$ cat src/rtl/load_store_unit_pkg.sv
// Shared RV32I memory-stage definitions.
// funct3 size codes, LSU state encoding and strobe constants.
package load_store_unit_pkg;

  localparam logic [2:0] F3_B  = 3'b000;
  localparam logic [2:0] F3_H  = 3'b001;
  localparam logic [2:0] F3_W  = 3'b010;
  localparam logic [2:0] F3_BU = 3'b100;
  localparam logic [2:0] F3_HU = 3'b101;

  localparam logic [3:0] STRB_NONE = 4'b0000;
  localparam logic [3:0] STRB_B    = 4'b0001;
  localparam logic [3:0] STRB_H    = 4'b0011;
  localparam logic [3:0] STRB_W    = 4'b1111;

  typedef enum logic [1:0] {
    S_IDLE = 2'd0,
    S_REQ  = 2'd1,
    S_DONE = 2'd2,
    S_ERR  = 2'd3
  } lsu_state_e;

endpackage

$ cat src/rtl/lsu_align.sv
// Byte-lane steering for the LSU: legality, store strobes,
// store-data replication and load extraction/extension.
module lsu_align
  import load_store_unit_pkg::*;
(
  input  logic        we,
  input  logic [2:0]  funct3,
  input  logic [1:0]  off,
  input  logic [31:0] wdata,
  input  logic [31:0] mem_rdata,
  output logic        legal,
  output logic [3:0]  wstrb,
  output logic [31:0] wdata_rep,
  output logic [31:0] load_data
);

  logic [7:0]  bv;
  logic [15:0] hv;

  always_comb begin
    bv = mem_rdata[7:0];
    unique case (off)
      2'd0:    bv = mem_rdata[7:0];
      2'd1:    bv = mem_rdata[15:8];
      2'd2:    bv = mem_rdata[23:16];
      default: bv = mem_rdata[31:24];
    endcase
    hv = off[1] ? mem_rdata[31:16] : mem_rdata[15:0];
  end

  always_comb begin
    legal     = 1'b0;
    wstrb     = STRB_NONE;
    wdata_rep = wdata;
    load_data = mem_rdata;
    unique case (funct3)
      F3_B: begin
        legal     = 1'b1;
        wstrb     = STRB_B << off;
        wdata_rep = {4{wdata[7:0]}};
        load_data = {{24{bv[7]}}, bv};
      end
      F3_BU: begin
        legal     = !we;
        load_data = {24'b0, bv};
      end
      F3_H: begin
        legal     = !off[0];
        wstrb     = STRB_H << off;
        wdata_rep = {2{wdata[15:0]}};
        load_data = {{16{hv[15]}}, hv};
      end
      F3_HU: begin
        legal     = !we && !off[0];
        load_data = {16'b0, hv};
      end
      F3_W: begin
        legal     = (off == 2'b00);
        wstrb     = STRB_W;
      end
      default: legal = 1'b0;
    endcase
    // loads never drive byte enables
    if (!we) wstrb = STRB_NONE;
  end

endmodule

$ cat src/rtl/load_store_unit.sv
// RV32I memory stage: one req/ack bus access per start,
// stalls the datapath until done, flags misaligned accesses.
module load_store_unit
  import load_store_unit_pkg::*;
#(
  parameter int XLEN = 32
) (
  input  logic            clk,
  input  logic            reset,
  input  logic            start,
  input  logic            we,
  input  logic [2:0]      funct3,
  input  logic [XLEN-1:0] addr,
  input  logic [XLEN-1:0] wdata,
  output logic [XLEN-1:0] rdata,
  output logic            busy,
  output logic            done,
  output logic            misaligned,
  output logic            mem_req,
  output logic            mem_we,
  output logic [XLEN-1:0] mem_addr,
  output logic [XLEN-1:0] mem_wdata,
  output logic [3:0]      mem_wstrb,
  input  logic [XLEN-1:0] mem_rdata,
  input  logic            mem_ack
);

  lsu_state_e      state_q, state_d;
  logic            we_q;
  logic [2:0]      f3_q;
  logic [1:0]      off_q;
  logic [XLEN-1:2] addr_q;
  logic [3:0]      wstrb_q;
  logic [XLEN-1:0] wdata_q;
  logic [XLEN-1:0] rdata_q;

  logic            idle;
  logic            a_we;
  logic [2:0]      a_f3;
  logic [1:0]      a_off;
  logic            legal;
  logic [3:0]      a_wstrb;
  logic [XLEN-1:0] a_wdata;
  logic [XLEN-1:0] a_load;

  // decode live inputs while idle, latched copy while on the bus
  assign idle  = (state_q == S_IDLE);
  assign a_we  = idle ? we : we_q;
  assign a_f3  = idle ? funct3 : f3_q;
  assign a_off = idle ? addr[1:0] : off_q;

  lsu_align u_align (
    .we        (a_we),
    .funct3    (a_f3),
    .off       (a_off),
    .wdata     (wdata),
    .mem_rdata (mem_rdata),
    .legal     (legal),
    .wstrb     (a_wstrb),
    .wdata_rep (a_wdata),
    .load_data (a_load)
  );

  always_comb begin
    state_d = state_q;
    unique case (state_q)
      S_IDLE:  if (start) state_d = legal ? S_REQ : S_ERR;
      S_REQ:   if (mem_ack) state_d = S_DONE;
      S_DONE:  state_d = S_IDLE;
      S_ERR:   state_d = S_IDLE;
      default: state_d = S_IDLE;
    endcase
  end

  always_ff @(posedge clk) begin
    if (reset) begin
      state_q <= S_IDLE;
      we_q    <= 1'b0;
      f3_q    <= 3'b0;
      off_q   <= 2'b0;
      addr_q  <= '0;
      wstrb_q <= STRB_NONE;
      wdata_q <= '0;
      rdata_q <= '0;
    end else begin
      state_q <= state_d;
      if (idle && start && legal) begin
        we_q    <= we;
        f3_q    <= funct3;
        off_q   <= addr[1:0];
        addr_q  <= addr[XLEN-1:2];
        wstrb_q <= a_wstrb;
        wdata_q <= a_wdata;
      end
      if (state_q == S_REQ && mem_ack && !we_q)
        rdata_q <= a_load;
    end
  end

  assign mem_req    = (state_q == S_REQ);
  assign mem_we     = mem_req && we_q;
  assign mem_wstrb  = mem_req ? wstrb_q : STRB_NONE;
  assign mem_addr   = {addr_q, 2'b00};
  assign mem_wdata  = wdata_q;
  assign rdata      = rdata_q;
  assign busy       = (idle && start) || mem_req;
  assign done       = (state_q == S_DONE) || (state_q == S_ERR);
  assign misaligned = (state_q == S_ERR);

endmodule

$ cat config.mk
export PLATFORM = sky130hd
export DESIGN_NAME = load_store_unit
export DESIGN_NICKNAME = d
export VERILOG_FILES = /design/src/rtl/load_store_unit_pkg.sv /design/src/rtl/lsu_align.sv /design/src/rtl/load_store_unit.sv
export SDC_FILE = /design/constraint.sdc
export NUM_CORES = 1
export LEC_CHECK = 0
export ABC_AREA = 1
export CAP_MARGIN = 15
export CORE_AREA = 2 2 142 144
export DETAILED_ROUTE_END_ITERATION = 6
export DIE_AREA = 0 0 144 146
export GPL_TIMING_DRIVEN = 0
export PLACE_DENSITY = 0.69
export SKIP_LAST_GASP = 1
export SLEW_MARGIN = 20
export SYNTH_ARGS = -nofsm -noshare
export SYNTH_HDL_FRONTEND = slang
export SYNTH_HIERARCHICAL = 1
export SYNTH_SLANG_ARGS = --single-unit
$ cat constraint.sdc
create_clock -name clk -period 3.99 [get_ports clk]
set_clock_uncertainty 0.2 [all_clocks]
set_input_delay 0.798 -clock clk [delete_from_list [all_inputs] [get_ports clk]]
set_output_delay 0.798 -clock clk [all_outputs]
set_load 0.02 [all_outputs]
==> results of run 1 <==
layout by cell type, fill, tap and decap left out, types with 24 or more instances in the layout:
cell type          n
dfxtp_1          106
o21ai_0           30
nor2_1           173
inv_1            241
buf_2             24
nand2_1          331
nand3b_1          32
clkdlybuf4s50_1  206
nand4_1           72
nand3_1           52
worst min-delay path by stage:
stage	cells past startpoint	slack, ns	startpoint	end
global route	2	0.31	rdata[20]	rdata[20]
finish	2	0.28	rdata[25]	rdata[25]
CTS	2	0.29	rdata[25]	rdata[25]
floorplan	4	0.29	f3_q[0]	f3_q[0]
global placement	2	0.26	rdata[4]	rdata[4]
detailed placement	2	0.27	rdata[5]	rdata[5]
per-layer routing:
metal  part of all wire (%)  wire (µm)  track usage [%]
met5                      0          0                0
met1                     43       9570             27.3
met4                    3.3        726             9.31
met3                    8.1       1780             4.38
met2                     45       9970             33.8
per-stage QoR:
stage          total power [µW]  area (µm²)  std cells
6_report                   4370        9420       1638
5_1_grt                    4720        9420       1636
4_1_cts                    4400        9410       1635
3_5_place_dp               3450        9120       1620
3_3_place_gp               3430        9120       1620
2_1_floorplan              2700        6720       1149
worst max-delay path, cell delays in order (launching register included):
cell,delay [ns]
dfxtp_1,0.39
nor2_4,0.19
buf_2,0.25
buf_2,0.24
o21ai_0,0.14
buf_4,0.20
nor2_1,0.12
buf_2,0.25
inv_1,0.06
o22ai_1,0.28
clkbuf_1,0.45
clkbuf_1,0.40
nand4_1,0.18
nand2_1,0.09
nor2_1,0.05
sequential cells by signal, summed over array words and instances (netlist names):
| name | count |
|---|---|
| addr_q | 30 |
| f3_q | 3 |
| mem_wdata | 32 |
| off_q | 2 |
| rdata | 32 |
| state_q | 2 |
| we_q | 1 |
| wstrb_q | 4 |
kinds of logic after synthesis:
family	Yosys count
flip-flops	106
AO/OA/AOI/OAI	41
other	1
buffers and inverters	326
AND/OR/NAND/NOR	674
power by group:
part,switching [µW],internal [µW],total (µW)
Combinational,1270,862,2130
Clock,435,492,927
Sequential,83.8,1230,1310
Total,1790,2580,4370
layout make-up:
| class | count | area [µm²] |
|---|---|---|
| clock inverters | 6 | 71.3 |
| plain buffers | 81 | 457 |
| clock buffers | 9 | 225 |
| inverters | 245 | 925 |
| fillers | 2027 | 9910 |
| repair buffers | 206 | 2060 |
| diodes | 3 | 7.51 |
| multi-input cells | 717 | 3220 |
| well taps | 265 | 332 |
| flip-flops and latches | 106 | 2120 |
==> impl_results.md, run 1 <==
* Final hold violations at 0
* CP arrival at 3.68 ns
* Starting density of the core at 34.8%
* Commonest cells in the netlist: nand2_1, inv_1, nor2_1
* Gr ovfl total at 0
* Leakage at 0.00473 µW
* Pre-CTS setup slack at 0.187 ns
* CTS root buf: clkbuf_16
* YS warnings at 6
* Routed WL at 22000 µm
* DRT iter0 DRCs at 470
* Post-synth EDFFs at 0
* CP Class: flip-flop to flip-flop
* Simple-gate share of the synthesized area at 44.6%
* WL/cell at 13.5 µm
* Vias/cell at 4.54
* Vias in the first global route at 7003
* Largest family of logic cells by synthesized area: simple AND/OR/NAND/NOR gates
* IO Count at 209
* Worst EP required at 4.06 ns
* Register area share after synthesis at 31.6%
* Most instantiated library cell after synthesis: nand2_1
* Routability cong. at 0.908
* Relative slew slack at 50.1%
* Clock buffer depth at 2
* Fmax at 0.277 GHz
* Ranking of synthesized cells by area: dfxtp_1, nand2_1, inv_1, nor2_1, nand4_1
* Worst Hold Slack at 0.282 ns
* #FFs+latches synth at 106
* Setup TNS at 0 ns
* Synth Area in XOR/XNOR at 0%
* Status: finished clean
* Critical path peak fanout at 10
* Worst Setup End Kind: flip-flop
* Synth Area in Compound Gates at 3.17%
* Reg clk slew, reported paths at 0.08 ns
* Area leader, netlist: dfxtp_1
* Netlist cell types at 31
* Syn avg cell area at 5.85 µm²
* Antenna violations before repair at 3
* Synth-to-Final Area Change at 40.2%
* Max-cap violations at 0
* Most used flip-flop cell after synthesis: dfxtp_1
* Post-CTS sizing at 0
* Port Buf Inserts at 206
* Asr flop ratio synth at 0%
* Worst Setup Start Kind: flip-flop
* RR Endpoint: mem_wdata[9]
* Layout cells sized above 1 at 6.06%
* Post-Synth Adder-Cell Area at 0%
* Die X-Extent at 144 µm
* Synthesized netlist cell count at 1148
* Core Util, Final at 48.7%
* Total track usage at 21.1%
* CTS tree: built
* # setup viols final at 0
* Crit path to: mem_wdata[9]
* Row Count at 51
* First-pass GRT wire length at 35100 µm
* Yosys top cell area share at 31.6%
* Worst R2R Start: state_q[1]
* Final critical-path required period at 3.61 ns
* Routed Antenna Nets at 0
* Drt first pass iters at 6
* Unrepaired setup endpoints after global routing: false
* # DRC at 0
* Final period util at 90.5%
* Fin worst setup slack at 0.381 ns
* Final net count at 1470
* Via Count at 7431
* PwrDens at 464 nW/µm²
* Slew Viols, Final at 0
* Mapped cell area at 6720 µm²
* Slew @ Worst Pin at 0.744 ns
* Max IR drop VDD at 0.000226 V
* H-tree depth at 3
* Worst skew pair latency at 0.36 ns
* Largest net degree at the start of global routing at 19
* Post-DP HPWL at 17000 µm
* Critical path startpoint: state_q[1]
* Hold Buf Count CTS at 0
* Multiplexer area fraction after synthesis at 0%
* Clk sinks at 106
* Core box area at 19300 µm²
* Postcts setup bufs at 0
* Die Y at 146 µm
* Hold crit path type: flip-flop to flip-flop
* FF-to-FF path depth at 14
* Die footprint at 21000 µm²
* R2R Setup Slk at 0.38 ns
* Num CTS Buffers at 9
Power figures use the tool's default switching activity.
==> run 2: changes to the inputs <==
HOLD_SLACK_MARGIN = 0.05   (was unset)
==> results of run 2 <==
Final layout, timing and power as in run 1 (identical DEF).
==> run 3: changes to the inputs <==
CORE_AREA = 5 5 127 129   (was 2 2 142 144)
DIE_AREA = 0 0 132 134   (was 0 0 144 146)
PLACE_DENSITY = 0.74   (was 0.69)
SYNTH_HIERARCHICAL = unset   (was 1)
==> run 3 against run 2 <==
Cell area fell by 18%. Hold slack worse by 0.015 ns. Fmax up 8.6%. Synthesized area shrank 24%. Highest routed layer is now met5.
==> impl_results.md, run 3 <==
* Port Buf Inserts at 205
* Post-DP HPWL at 13500 µm
* Placed Cells incl. Taps at 1184
* CTS tree: built
* Yosys top cell area share at 41.7%
* Routability cong. at 0.891
* FF/Latch Area at 2120 µm²
* Final hold violations at 0
* Antenna fix cells at 0
* Number of fill cells at 1508
* Reg power frac at 34.9%
* Netlist cell types at 29
* Num CTS Buffers at 9
* Switch share at 36.4%
* Slew @ Worst Pin at 0.565 ns
* Max-cap violations at 0
* Worst Setup End Kind: output pin
* Die footprint at 17700 µm²
* Critical path peak fanout at 3
* Clk sinks at 106
* Reg clk slew, reported paths at 0.07 ns
* Ranking of synthesized cells by area: dfxtp_1, nor2_1, nand2_1, o21ai_0, inv_1
* WL/cell at 14.8 µm
* Area leader, netlist: dfxtp_1
* Postcts setup bufs at 0
* DRT iter0 DRCs at 380
* Worst Setup Start Kind: input port
* Routed WL at 17800 µm
* Leakage at 0.00334 µW
* Core box area at 14900 µm²
* Clock buffer depth at 2
* Setup TNS at 0 ns
* Worst EP required at 2.99 ns
* H-tree depth at 3
* Internal at 2370 µW
* Largest net degree at the start of global routing at 19
* Clock power share at 26.2%
* Total track usage at 18.9%
* Asr flop ratio synth at 0%
* Multi-input logic area at 2440 µm²
* PwrDens at 484 nW/µm²
* Layout cells sized above 1 at 5.24%
* Commonest non-fill, non-tap cells in the layout: clkdlybuf4s50_1, nor2_1, nand2_1
* Most instantiated library cell after synthesis: nor2_1
* Hold crit path type: flip-flop to flip-flop
* Syn avg cell area at 6.44 µm²
* Relative slew slack at 62.3%
* First-pass GRT wire length at 27200 µm
* # setup viols final at 0
* Commonest cells in the netlist: nor2_1, nand2_1, o21ai_0
* YS warnings at 0
* Drt first pass iters at 5
* Hold Buf Count CTS at 0
* Mapped cell area at 5090 µm²
* Max IR drop VDD at 0.000263 V
* Register area share after synthesis at 41.7%
* Row Count at 45
* Post-synth EDFFs at 0
* Via Count at 5711
* Routed Antenna Nets at 0
* Vias in the first global route at 5334
* Status: finished clean
* Leading cell type in the layout, fill and taps excluded: clkdlybuf4s50_1
* Non-filler cells, final at 1200
* Final net count at 1111
* IO Count at 209
* #FFs+latches synth at 106
* Post-CTS sizing at 0
* Slew Viols, Final at 0
* CP Class: input port to output pin
* Die X-Extent at 132 µm
* Overall Power at 3720 µW
* Fmax at 0.301 GHz
* Final critical-path required period at 3.32 ns
* P_sw at 1360 µW
* Starting density of the core at 34.1%
* Gr ovfl total at 0
* Worst skew pair latency at 0.35 ns
* Most used flip-flop cell after synthesis: dfxtp_1
* Die Y at 134 µm
* Synthesized netlist cell count at 790
* Vias/cell at 4.76
* Antenna violations before repair at 1
* CTS root buf: clkbuf_16
* # DRC at 0
* Combinational power share at 38.9%
* Unrepaired setup endpoints after global routing: false
* Synth-to-Final Area Change at 51.4%
* Final period util at 83.3%
* CP arrival at 2.33 ns
==> run 3: cell types whose count changed in the layout (fill, tap and decap cells not counted), sizes merged, moves of 23 or more <==
cell and delta:
nand2 -169, inv -167, o21ai +93, nand4 -71, buf -35, nand3b -33
a21oi +23
==> run 3: power by group through the flow <==
| stage | combinational [µW] | clock [µW] | sequential [µW] |
|---|---|---|---|
| after CTS | 1450 | 1000 | 1300 |
| after floorplan | 668 | 0 | 1490 |
| after global placement | 1430 | 0 | 1320 |
| after global routing | 1580 | 1050 | 1320 |
| final | 1450 | 976 | 1300 |
| after detailed placement | 1440 | 0 | 1320 |
==> run 3: logic make-up (layout without fill, tap and decap cells) <==
| logic type | Yosys count | count (layout) | synth area share, % |
|---|---|---|---|
| flops | 106 | 106 | 41.7 |
| buf+inv | 126 | 347 | 10.5 |
| compound gates | 161 | 161 | 16.6 |
| simple gates | 396 | 396 | 31.2 |
| other cells | 1 | 2 | 0.0737 |
==> run 3: final timing paths <==
kind,to,cells past startpoint,start,slack (ns)
worst min-delay path,rdata[5],2,rdata[5],0.27
worst min register to register,rdata[5],2,rdata[5],0.27
worst max register to register,off_q[1],12,state_q[1],1.52
worst max-delay path,busy,6,start,0.67
==> run 3: per-stage QoR <==
step                worst slack (ns)  util (%)  area (µm²)  hold WS [ns]
global placement               0.668      49.4        7380         0.251
global route                   0.576      51.6        7700         0.293
CTS                            0.664      51.6        7700         0.270
finish                         0.666      51.6        7700         0.267
detailed placement             0.676      49.4        7380         0.258
floorplan                       1.71         -        5090         0.244
==> run 3: critical path, stage by stage <==
cell	delay [ns]
clkdlybuf4s50_1	0.48
inv_1	0.04
nor2_1	0.21
inv_1	0.09
nand2_1	0.07
clkdlybuf4s50_1	0.64
==> run 3: cell type report <==
cell class                 instances  area share, %
buffer                            47           3.04
tap                              188           3.05
multi-input combinational        559           31.6
sequential                       106           27.6
clock inverter                     6           1.22
inverter                          79           3.87
timing repair buffer             205           26.6
clock buffer                      10           2.97
==> run 3: metal layers <==
metal / GRT usage, % / vias up / wire, µm / part of all wire, %
met5: 0 / - / 13 / 0.073
met4: 5.14 / 2 / 335 / 1.9
met3: 7.43 / 26 / 1800 / 10
met2: 30.6 / 225 / 7900 / 45
met1: 23.6 / 2543 / 7710 / 43
li1: - / 2915 / - / -
